$ cat src/rtl/imem_loader_if.sv
`default_nettype none
`timescale 1ns/1ps
// ============================================================================
// Module   : imem_loader_if
// Brief    : Instruction-stream input and instruction-memory port bundle.
// Revision : 1.0 - initial release
// ============================================================================
interface imem_loader_if #(
  parameter int ADDR_W = 32,
  parameter int DATA_W = 32
);
  logic              in_valid;
  logic [DATA_W-1:0] in_data;
  logic              in_ready;
  logic [ADDR_W-1:0] mem_address;
  logic [DATA_W-1:0] mem_data_in;
  logic              mem_mode;
  logic [DATA_W-1:0] mem_data_out;

  // Loader side: sinks the stream, drives the memory port.
  modport master (
    input  in_valid, in_data, mem_data_out,
    output in_ready, mem_address, mem_data_in, mem_mode
  );

  // Host / memory side.
  modport slave (
    output in_valid, in_data, mem_data_out,
    input  in_ready, mem_address, mem_data_in, mem_mode
  );
endinterface
`default_nettype wire

$ cat src/rtl/imem_loader.sv
`default_nettype none
`timescale 1ns/1ps
// ============================================================================
// Module   : imem_loader
// Brief    : Streams 32-bit words into the instruction memory at consecutive
//            addresses; optional read-back verify under LOADER_VERIFY_EN.
// Revision : 1.0 - initial release
// ============================================================================
module imem_loader #(
  parameter int ADDR_W = 32,
  parameter int DATA_W = 32,
  parameter int CNT_W  = 16
) (
  input  logic              clk,
  input  logic              rst,
  input  logic              start,
  input  logic [ADDR_W-1:0] base_addr,
  input  logic [CNT_W-1:0]  word_count,
  imem_loader_if.master     bus,
  output logic              busy,
  output logic              cpu_hold,
  output logic              done,
  output logic              error
);

  typedef enum logic [2:0] {
    S_IDLE       = 3'd0,
    S_ACCEPT     = 3'd1,
    S_WRITE      = 3'd2,
    S_NEXT       = 3'd3,
    S_VERIFY_RD  = 3'd4,
    S_VERIFY_CMP = 3'd5
  } state_t;

  state_t            r_state;
  state_t            w_state_next;
  logic [ADDR_W-1:0] r_addr;
  logic [CNT_W-1:0]  r_remaining;
  logic [DATA_W-1:0] r_data;
  logic              r_zero_done;
  logic [CNT_W-1:0]  w_rem_dec;

  assign w_rem_dec = r_remaining - CNT_W'(1);

  always_ff @(posedge clk or negedge rst) begin
    if (!rst) begin
      r_state     <= S_IDLE;
      r_addr      <= '0;
      r_remaining <= '0;
      r_data      <= '0;
      r_zero_done <= 1'b0;
    end else begin
      r_state     <= w_state_next;
      r_zero_done <= 1'b0;
      case (r_state)
        S_IDLE: begin
          if (start) begin
            r_addr      <= base_addr;
            r_remaining <= word_count;
            r_zero_done <= (word_count == '0);
          end
        end
        S_ACCEPT: begin
          if (bus.in_valid) r_data <= bus.in_data;
        end
        S_NEXT: begin
          r_addr      <= r_addr + ADDR_W'(1);
          r_remaining <= w_rem_dec;
        end
        default: ;
      endcase
    end
  end

  always_comb begin
    w_state_next    = r_state;
    bus.in_ready    = 1'b0;
    bus.mem_mode    = 1'b1;
    bus.mem_address = r_addr;
    bus.mem_data_in = r_data;
    busy            = (r_state != S_IDLE);
    cpu_hold        = (r_state != S_IDLE);
    done            = r_zero_done;
    case (r_state)
      S_IDLE: begin
        if (start && (word_count != '0)) w_state_next = S_ACCEPT;
      end
      S_ACCEPT: begin
        bus.in_ready = 1'b1;
        if (bus.in_valid) w_state_next = S_WRITE;
      end
      S_WRITE: begin
        bus.mem_mode = 1'b0;
`ifdef LOADER_VERIFY_EN
        w_state_next = S_VERIFY_RD;
`else
        w_state_next = S_NEXT;
`endif
      end
`ifdef LOADER_VERIFY_EN
      S_VERIFY_RD:  w_state_next = S_VERIFY_CMP;
      S_VERIFY_CMP: w_state_next = S_NEXT;
`endif
      S_NEXT: begin
        // Last word: done fires here, so busy drops on the following cycle.
        if (w_rem_dec == '0) begin
          done         = 1'b1;
          w_state_next = S_IDLE;
        end else begin
          w_state_next = S_ACCEPT;
        end
      end
      default: w_state_next = S_IDLE;
    endcase
  end

`ifdef LOADER_VERIFY_EN
  logic r_error;

  // Sticky until the next accepted start; the load carries on regardless.
  always_ff @(posedge clk or negedge rst) begin
    if (!rst) begin
      r_error <= 1'b0;
    end else if ((r_state == S_IDLE) && start) begin
      r_error <= 1'b0;
    end else if ((r_state == S_VERIFY_CMP) && (bus.mem_data_out != r_data)) begin
      r_error <= 1'b1;
    end
  end

  assign error = r_error;
`else
  logic w_unused_rd;

  assign w_unused_rd = ^bus.mem_data_out;
  assign error       = 1'b0;
`endif

endmodule
`default_nettype wire

$ cat src/flat_wrapper.sv
// flat-port wrapper written by rule: the top's interface ports become plain ports
module imem_loader_flat 
#(
  parameter int ADDR_W = 32,
  parameter int DATA_W = 32,
  parameter int CNT_W  = 16
)
  (clk, rst, start, base_addr, word_count, busy, cpu_hold, done, error, bus_in_valid, bus_in_data, bus_mem_data_out, bus_in_ready, bus_mem_address, bus_mem_data_in, bus_mem_mode);
  imem_loader_if #(.ADDR_W(ADDR_W), .DATA_W(DATA_W)) bus_i ();
  input  logic clk;
  input  logic rst;
  input  logic start;
  input  logic [ADDR_W-1:0] base_addr;
  input  logic [CNT_W-1:0] word_count;
  output logic busy;
  output logic cpu_hold;
  output logic done;
  output logic error;
  input wire logic [$bits(bus_i.in_valid)-1:0] bus_in_valid;
  input wire logic [$bits(bus_i.in_data)-1:0] bus_in_data;
  input wire logic [$bits(bus_i.mem_data_out)-1:0] bus_mem_data_out;
  output wire logic [$bits(bus_i.in_ready)-1:0] bus_in_ready;
  output wire logic [$bits(bus_i.mem_address)-1:0] bus_mem_address;
  output wire logic [$bits(bus_i.mem_data_in)-1:0] bus_mem_data_in;
  output wire logic [$bits(bus_i.mem_mode)-1:0] bus_mem_mode;
  assign bus_i.in_valid = bus_in_valid;
  assign bus_i.in_data = bus_in_data;
  assign bus_i.mem_data_out = bus_mem_data_out;
  assign bus_in_ready = bus_i.in_ready;
  assign bus_mem_address = bus_i.mem_address;
  assign bus_mem_data_in = bus_i.mem_data_in;
  assign bus_mem_mode = bus_i.mem_mode;
  imem_loader #(.ADDR_W(ADDR_W), .DATA_W(DATA_W), .CNT_W(CNT_W)) u_core (.clk(clk), .rst(rst), .start(start), .base_addr(base_addr), .word_count(word_count), .bus(bus_i), .busy(busy), .cpu_hold(cpu_hold), .done(done), .error(error));
endmodule
$ cat config.mk
export PLATFORM = sky130hd
export DESIGN_NAME = imem_loader_flat
export DESIGN_NICKNAME = d
export VERILOG_FILES = /design/src/rtl/imem_loader_if.sv /design/src/rtl/imem_loader.sv /design/src/flat_wrapper.sv
export SDC_FILE = /design/constraint.sdc
export NUM_CORES = 1
export LEC_CHECK = 0
export CORE_MARGIN = 8
export CORE_UTILIZATION = 43
export DETAILED_ROUTE_END_ITERATION = 8
export GPL_TIMING_DRIVEN = 0
export PLACE_DENSITY_LB_ADDON = 0.15
export SYNTH_ARGS = -nofsm -noshare
export SYNTH_HDL_FRONTEND = slang
export SYNTH_SLANG_ARGS = --single-unit
$ cat constraint.sdc
create_clock -name clk -period 3.2 [get_ports clk]
set_clock_uncertainty 0.2 [all_clocks]
set_input_delay 0.48 -clock clk [delete_from_list [all_inputs] [get_ports clk]]
set_output_delay 0.48 -clock clk [all_outputs]
set_load 0.01 [all_outputs]
==> metrics.txt, run 1 <==
# TYPE chip_impl_metric gauge
chip_impl_metric{name="worst-r2r-setup-slack",unit="ps"} 370
chip_impl_metric{name="worst_ep_required",unit="ps"} 2520
chip_impl_metric{name="worstRegToRegCells",unit=""} 6
chip_impl_metric{name="leak_pwr",unit="nW"} 2.635
chip_impl_metric{name="design_power_total",unit="mW"} 6.690
chip_impl_metric{name="insertion_delay",unit="ps"} 360
chip_impl_metric{name="yosys.area.top_type_share",unit="%"} 46.21
chip_impl_metric{name="synthesis.area_per_instance",unit="um^2"} 9.624
chip_impl_metric{name="post_drt_via_cell_ratio",unit=""} 5.550
chip_impl_metric{name="remaining_drc_errors",unit=""} 0
chip_impl_metric{name="design.portCount",unit=""} 186
chip_impl_metric{name="drv_slew",unit=""} 0
chip_impl_info{name="crit_chain",value="nor3_2, and4_1, nand2_1, xnor2_1, o41ai_2, buf_2"} 1
chip_impl_info{name="worstSetupEndpointType",value="output pin"} 1
chip_impl_metric{name="ys_types",unit=""} 53
chip_impl_metric{name="clock_path_buffers",unit=""} 2
chip_impl_metric{name="period_needed",unit="ps"} 3091
chip_impl_info{name="crit_path_top_delay_cell",value="dfrtp_1"} 1
chip_impl_metric{name="place.detailed.hpwl",unit="um"} 10610
chip_impl_metric{name="dr.first_iter.drc_count",unit=""} 270
chip_impl_info{name="run_status",value="completed"} 1
chip_impl_metric{name="antenna_cells_inserted",unit=""} 0
chip_impl_metric{name="rows",unit=""} 37
chip_impl_info{name="timing.hold.worst.class",value="register to register"} 1
chip_impl_metric{name="critical_path.max_stage_delay",unit="ps"} 470
chip_impl_metric{name="clock-sinks",unit=""} 83
chip_impl_metric{name="totalWireLength",unit="um"} 14120
chip_impl_metric{name="synth-async-reset-ratio",unit="%"} 100.0
chip_impl_metric{name="synthesis.area",unit="mm^2"} 0.004494
chip_impl_metric{name="finalCritPeriodShare",unit="%"} 96.58
chip_impl_metric{name="postLayoutCoreUtil",unit="%"} 63.84
chip_impl_metric{name="grt_antenna_before_repair",unit=""} 0
chip_impl_info{name="buffer_type_at_the_clock_tree_root",value="clkbuf_8"} 1
chip_impl_metric{name="synth.yosys.seq_area_share",unit="%"} 46.21
chip_impl_metric{name="cts.reportedPaths.clkPinSlew",unit="ps"} 90
chip_impl_metric{name="grt_max_degree",unit=""} 48
chip_impl_metric{name="finish.net_count",unit=""} 757
chip_impl_info{name="grt_setup_unrepaired",value="false"} 1
chip_impl_metric{name="portBuffers",unit=""} 152
chip_impl_metric{name="post_drt_wl_per_cell",unit="um"} 18.22
chip_impl_metric{name="cap_violations",unit=""} 0
chip_impl_metric{name="start_util",unit="%"} 43.93
chip_impl_metric{name="powerDensity",unit="mW/mm^2"} 1024
chip_impl_info{name="path_class",value="register to output pin"} 1
chip_impl_metric{name="cts.htree.levels",unit=""} 3
chip_impl_metric{name="maxSlewHeadroom",unit="%"} 47.82
chip_impl_info{name="top_reg_cell_synth",value="dfrtp_1"} 1
chip_impl_info{name="worst_r2r_endpoint",value="u_core.r_remaining[9]$_DFFE_PN0P_"} 1
chip_impl_info{name="ys_top_cells_by_area",value="dfrtp_1 46%, mux2_2 8.0%, a21oi_1 6.0%"} 1
chip_impl_metric{name="worstPathMaxFanout",unit=""} 7
chip_impl_metric{name="vias",unit=""} 4301
chip_impl_metric{name="netlist_instances",unit=""} 467
chip_impl_metric{name="drtPass1Iterations",unit=""} 5
chip_impl_metric{name="fin_cells",unit=""} 775
chip_impl_metric{name="synth-edff-count",unit=""} 0
chip_impl_metric{name="tightestPinTransition",unit="ps"} 775.6
chip_impl_metric{name="globalplace.congestion",unit=""} 0.9320
chip_impl_metric{name="fp.dieH",unit="um"} 118.2
chip_impl_metric{name="grt_usage",unit="%"} 20.19
chip_impl_metric{name="use_met3",unit="%"} 7.806
chip_impl_metric{name="globalRouteMet2Util",unit="%"} 31.08
chip_impl_metric{name="placeableCoreArea",unit="mm^2"} 0.01023
chip_impl_metric{name="tritoncts.num_buffers",unit=""} 9
chip_impl_metric{name="antenna_left",unit=""} 0
chip_impl_metric{name="grt_pass1_vias",unit=""} 4464
chip_impl_metric{name="setup-tns-final",unit="ps"} 0
chip_impl_metric{name="grtUsageMet1",unit="%"} 24.82
chip_impl_metric{name="fp.dieArea",unit="mm^2"} 0.01398
chip_impl_metric{name="ys_warn_count",unit=""} 0
chip_impl_metric{name="grt_remaining_overflow",unit=""} 0
chip_impl_metric{name="drive_above_1_share",unit="%"} 11.58
chip_impl_metric{name="grt_pass1_wl",unit="um"} 23200
chip_impl_info{name="netlist.top_cell.by_area",value="dfrtp_1"} 1
chip_impl_metric{name="dp.cells",unit=""} 756
chip_impl_info{name="worst_setup_endpoint",value="done"} 1
chip_impl_metric{name="ir_worst_vdd",unit="uV"} 468.0
chip_impl_metric{name="syn_nets",unit=""} 590
chip_impl_metric{name="report.final.setup_viol",unit=""} 0
chip_impl_info{name="timing.critical_path.from",value="u_core.r_remaining[5]$_DFFE_PN0P_"} 1
chip_impl_metric{name="holdWs",unit="ps"} 306.2
chip_impl_metric{name="achievable-frequency",unit="MHz"} 323.6
chip_impl_info{name="launch_point_of_the_worst_reg_to_reg_path",value="u_core.r_state[0]$_DFFE_PN0P_"} 1
chip_impl_metric{name="layout_area_growth_over_synthesis",unit="%"} 45.32
chip_impl_info{name="clock_tree_from_tritoncts",value="yes"} 1
chip_impl_metric{name="dieWidth",unit="um"} 118.2
chip_impl_info{name="globalRoute.busiestLayer",value="met2"} 1
chip_impl_metric{name="worst_ep_arrival_time",unit="ps"} 2410
chip_impl_metric{name="hold_violations",unit=""} 0
chip_impl_metric{name="ys_seq_elements",unit=""} 83
chip_impl_info{name="setup.worst_path.start_class",value="register"} 1
layout by cell type (no fill, tap or decap), types with 3 or more instances in the layout:
cell,n
inv_1,8
mux2i_1,19
buf_4,5
nor2_1,27
nand3_1,25
nand2b_1,3
buf_1,5
a22oi_1,3
nor4_1,8
ha_1,6
o21a_1,3
mux2_2,32
nand4_1,7
and3_1,7
nand2_1,45
o21ai_0,28
nor3_1,8
clkdlybuf4s50_1,150
clkbuf_8,12
clkbuf_1,14
and4_1,4
o22ai_1,30
dfrtp_1,82
a21oi_1,54
a31oi_1,4
bufinv_16,3
where the power goes:
group	internal, mW	switching [mW]
Clock	0.538	0.386
Combinational	1.80	1.78
Sequential	1.60	0.593
critical path, delay by kind of cell, from the launching register on:
kind            cells  cell delay [ps]
compound gates      1              350
simple gates        3              840
buf+inv             1              200
xor+xnor            1              190
flops               1              470
cell type report:
| type | count | area, um^2 |
|---|---|---|
| Fill cell | 847 | 3700 |
| Clock buffer | 11 | 141.4 |
| Clock inverter | 5 | 100.1 |
| Timing Repair Buffer | 156 | 1567 |
| Sequential cell | 83 | 2078 |
| Multi-Input combinational cell | 348 | 2290 |
| Inverter | 10 | 37.54 |
| Buffer | 26 | 147.6 |
| Tap cell | 136 | 170.2 |
through the flow:
stage	setup slack [ps]	cell area, um^2
detailed placement	-289.3	6211
floorplan	616.7	4494
finish	109.4	6531
global route	6.218	6531
global placement	-1665	6186
CTS	17.50	6492
flip-flops by register name, indices dropped and copies added (netlist names):
name and flops:
u_core.bus.mem_address 32, u_core.bus.mem_data_in 32, u_core.r_zero_done 1, u_core.r_state 2, u_core.r_remaining 16
synthesized netlist by cell type (3+ instances only):
| library cell | number |
|---|---|
| o21a_1 | 3 |
| nand4_1 | 7 |
| nor4_1 | 8 |
| a22oi_1 | 3 |
| mux2i_1 | 19 |
| and4_1 | 4 |
| inv_1 | 9 |
| a31oi_1 | 4 |
| clkbuf_1 | 13 |
| nor2_1 | 27 |
| ha_1 | 7 |
| a21oi_1 | 54 |
| nand2b_1 | 4 |
| dfrtp_1 | 83 |
| o21ai_0 | 28 |
| buf_1 | 5 |
| nand2_1 | 45 |
| nor3_1 | 9 |
| nand3_1 | 26 |
| mux2_2 | 32 |
| and3_1 | 7 |
| o22ai_1 | 30 |
timing repair:
action | CTS | global route
resized for setup | 8 | 7
buffers inserted | 2 | 0
endpoints found under the setup margin | 1 | 1
hold buffers | 1 | 0
hold endpoints to repair | 36 | 0
pin swaps | 3 | 2
cell families (layout without fill, tap and decap cells):
group                      Yosys count  count (layout)  share of synthesized area, %
AOI/OAI and AO/OA                  134             134                         17.04
xor gates and xnor gates             4               4                        0.7797
adders and majority gates            7               7                         1.949
buffers and inverters               36             208                         4.120
DFF                                 83              83                         46.21
muxes                               51              51                         12.25
other                                1               1                       0.08344
and+or+nand+nor                    151             151                         17.57
per-layer routing:
| metal | vias up | part of all wire, % | routed length, um |
|---|---|---|---|
| li1 | 2048 | - | - |
| met1 | 2070 | 42 | 5934 |
| met2 | 162 | 46 | 6472 |
| met3 | 21 | 9.9 | 1402 |
| met4 | 0 | 2.2 | 308 |
| met5 | - | 0 | 0 |
worst min path at each step:
stage	from	to	depth (start not counted)	slack (ps)
floorplan	rst	u_core.bus.mem_address[0]$_DFFE_PN0P_	0	-20
global placement	u_core.bus.mem_data_in[24]$_DFFE_PN0P_	u_core.bus.mem_data_in[24]$_DFFE_PN0P_	1	290
detailed placement	rst	u_core.bus.mem_address[15]$_DFFE_PN0P_	1	290
CTS	u_core.bus.mem_data_in[11]$_DFFE_PN0P_	u_core.bus.mem_data_in[11]$_DFFE_PN0P_	1	310
global route	u_core.bus.mem_data_in[27]$_DFFE_PN0P_	u_core.bus.mem_data_in[27]$_DFFE_PN0P_	1	310
finish	u_core.bus.mem_data_in[24]$_DFFE_PN0P_	u_core.bus.mem_data_in[24]$_DFFE_PN0P_	1	310
(Power assumes the default switching activity.)
==> run 2, diff against run 1 <==
CORE_UTILIZATION = 60   (was 43)
DONT_BUFFER_PORTS = 1   (was not set)
SLEW_MARGIN = 0   (was not set)
==> metrics.txt, run 2 (synthesis results as in run 1) <==
# TYPE chip_impl_metric gauge
chip_impl_info{name="run_status",value="completed"} 1
chip_impl_metric{name="layout_area_growth_over_synthesis",unit="%"} 10.89
chip_impl_metric{name="powerDensity",unit="mW/mm^2"} 1153
chip_impl_metric{name="dpl_worst_slack",unit="ps"} 121.4
chip_impl_info{name="final_common_cell",value="dfrtp_1"} 1
chip_impl_metric{name="grt_antenna_before_repair",unit=""} 0
chip_impl_metric{name="grt_pass1_vias",unit=""} 3712
chip_impl_metric{name="postLayoutSetupSlackWorst",unit="ps"} 71.38
chip_impl_metric{name="maxSlewHeadroom",unit="%"} 43.02
chip_impl_metric{name="fillers",unit=""} 585
chip_impl_info{name="hold_end",value="u_core.bus.mem_data_in[1]$_DFFE_PN0P_"} 1
chip_impl_metric{name="dieWidth",unit="um"} 102.5
chip_impl_metric{name="antenna_cells_inserted",unit=""} 0
chip_impl_metric{name="drive_above_1_share",unit="%"} 14.49
chip_impl_metric{name="report.final.setup_viol",unit=""} 0
chip_impl_info{name="buffer_type_at_the_clock_tree_root",value="clkbuf_8"} 1
chip_impl_metric{name="post_drt_wl_per_cell",unit="um"} 21.48
chip_impl_metric{name="cts.reportedPaths.clkPinSlew",unit="ps"} 90
chip_impl_metric{name="grt_pass1_wl",unit="um"} 19980
chip_impl_metric{name="cts.htree.levels",unit=""} 3
chip_impl_metric{name="worstRegToRegCells",unit=""} 6
chip_impl_info{name="clock_tree_from_tritoncts",value="yes"} 1
chip_impl_info{name="path_class",value="register to output pin"} 1
chip_impl_metric{name="vias",unit=""} 3839
chip_impl_info{name="crit_path_top_delay_cell",value="o41ai_4"} 1
chip_impl_metric{name="placeableCoreArea",unit="mm^2"} 0.007253
chip_impl_metric{name="place.detailed.hpwl",unit="um"} 9250
chip_impl_metric{name="clockPowerShare",unit="%"} 16.1
chip_impl_metric{name="fp.dieH",unit="um"} 102.5
chip_impl_metric{name="start_util",unit="%"} 61.96
chip_impl_info{name="min-delay-start",value="bus_in_data[1]"} 1
chip_impl_info{name="setup.worst_path.start_class",value="register"} 1
chip_impl_metric{name="cellInternalPower",unit="mW"} 3.123
chip_impl_metric{name="cp_num_buf_inv",unit=""} 1
chip_impl_metric{name="switching_power",unit="mW"} 2.623
chip_impl_metric{name="holdPathStages",unit=""} 1
chip_impl_metric{name="worst_ep_required",unit="ps"} 2520
chip_impl_metric{name="power.share.switching",unit="%"} 45.65
chip_impl_metric{name="p_seq_share",unit="%"} 43.1
chip_impl_metric{name="globalplace.congestion",unit=""} 0.8632
chip_impl_metric{name="grt_remaining_overflow",unit=""} 0
chip_impl_metric{name="achievable-frequency",unit="MHz"} 319.6
chip_impl_metric{name="footprint_of_the_multi_input_gates",unit="mm^2"} 0.002273
chip_impl_metric{name="tightestPinTransition",unit="ps"} 846.9
chip_impl_metric{name="portBuffers",unit=""} 0
chip_impl_info{name="layout_common_cells",value="83 x dfrtp_1, 54 x a21oi_1, 45 x nand2_1"} 1
chip_impl_metric{name="design.portCount",unit=""} 186
chip_impl_metric{name="setup-tns-final",unit="ps"} 0
chip_impl_metric{name="cap_violations",unit=""} 0
chip_impl_metric{name="worstPathMaxFanout",unit=""} 5
chip_impl_metric{name="clock-sinks",unit=""} 83
chip_impl_metric{name="leak_pwr",unit="nW"} 2.065
chip_impl_metric{name="fp.dieArea",unit="mm^2"} 0.01052
chip_impl_metric{name="footprint_of_the_flip_flops_and_latches",unit="mm^2"} 0.002077
chip_impl_metric{name="hold_violations",unit=""} 0
chip_impl_info{name="launch_point_of_the_worst_reg_to_reg_path",value="u_core.r_state[0]$_DFFE_PN0P_"} 1
chip_impl_metric{name="worst_ep_arrival_time",unit="ps"} 2450
chip_impl_metric{name="holdWs",unit="ps"} 74.33
chip_impl_metric{name="insertion_delay",unit="ps"} 350
chip_impl_metric{name="clock_path_buffers",unit=""} 2
chip_impl_metric{name="drtPass1Iterations",unit=""} 5
chip_impl_metric{name="combinational_share_of_power",unit="%"} 40.8
chip_impl_metric{name="totalWireLength",unit="um"} 12650
chip_impl_metric{name="antenna_left",unit=""} 0
chip_impl_metric{name="post_drt_via_cell_ratio",unit=""} 6.518
chip_impl_info{name="crit_chain",value="inv_1, ha_4, nor4b_4, nand3_2, xor2_1, nand4_1, o41ai_4"} 1
chip_impl_metric{name="rows",unit=""} 31
chip_impl_info{name="path_delay_family",value="simple AND/OR/NAND/NOR gates"} 1
chip_impl_info{name="worst_r2r_endpoint",value="u_core.r_remaining[3]$_DFFE_PN0P_"} 1
chip_impl_metric{name="finalCritPeriodShare",unit="%"} 97.77
chip_impl_metric{name="grt_usage",unit="%"} 24.30
chip_impl_metric{name="finish.net_count",unit=""} 608
chip_impl_metric{name="remaining_drc_errors",unit=""} 0
chip_impl_info{name="timing.hold.worst.class",value="input port to register"} 1
chip_impl_metric{name="drv_slew",unit=""} 0
chip_impl_metric{name="grt_max_degree",unit=""} 84
chip_impl_info{name="timing.critical_path.from",value="u_core.r_remaining[1]$_DFFE_PN0P_"} 1
chip_impl_metric{name="tritoncts.num_buffers",unit=""} 9
chip_impl_metric{name="dr.first_iter.drc_count",unit=""} 245
chip_impl_metric{name="critical_path.max_stage_delay",unit="ps"} 510
chip_impl_metric{name="ir_worst_vdd",unit="uV"} 672.8
chip_impl_info{name="worstSetupEndpointType",value="output pin"} 1
chip_impl_metric{name="period_needed",unit="ps"} 3129
chip_impl_metric{name="worst-r2r-setup-slack",unit="ps"} 280
==> run 2: cell type report <==
type	instances	area share, %
multi-input combinational	348	45.62
sequential	83	41.68
buffer	26	2.963
clock inverter	7	2.511
clock buffer	9	2.486
tap	99	2.486
timing repair buffer	7	1.506
inverter	10	0.7532
==> run 2: worst max path at each step <==
stage                      end  slack [ps]  cells after the start
after global placement    done          20                      5
after floorplan           done         620                      5
after CTS                 done          70                      7
after detailed placement  done         120                      5
final                     done          70                      7
after global routing      done         -50                      7
==> run 2: stage by stage <==
stage | utilization, % | cells | power (mW) | area [um^2]
floorplan | - | 467 | 4.061 | 4494
global placement | 63.67 | 566 | 4.635 | 4618
detailed placement | 63.67 | 566 | 4.741 | 4618
CTS | 67.79 | 584 | 5.701 | 4917
global route | 68.71 | 589 | 6.186 | 4984
finish | 68.71 | 589 | 5.746 | 4984
==> run 2: repair_timing <==
action | 4_1_cts | 5_1_grt
pin swaps | 0 | 4
hold endpoints to repair | 83 | 0
setup buffers | 0 | 5
resized for setup | 2 | 4
hold buffers | 2 | 0
cloned | 0 | 0
endpoints found under the setup margin | 1 | 1
==> run 2: power by group through the flow <==
stage | Combinational [mW] | Sequential, mW | Clock (mW)
after floorplan | 1.80 | 2.27 | 0
after global placement | 2.16 | 2.48 | 0
after detailed placement | 2.24 | 2.50 | 0
after CTS | 2.28 | 2.48 | 0.941
after global routing | 2.62 | 2.58 | 0.985
final | 2.35 | 2.47 | 0.925
==> run 2: worst register-to-register path, stage by stage (launching register included) <==
cell	delay (ps)
dfrtp_1	400
ha_1	320
clkinv_1	270
o21ai_2	470
clkbuf_1	460
buf_1	510
a21oi_1	150
==> run 2: routing by layer <==
metal | GRT usage, % | share of wire, % | wire [um] | vias to the layer above
li1 | - | - | - | 1760
met1 | 30.35 | 38 | 4782 | 1853
met2 | 37.21 | 47 | 5995 | 204
met3 | 10.26 | 13 | 1660 | 22
met4 | 7.788 | 1.7 | 214 | 0
met5 | 0 | 0 | 0 | -
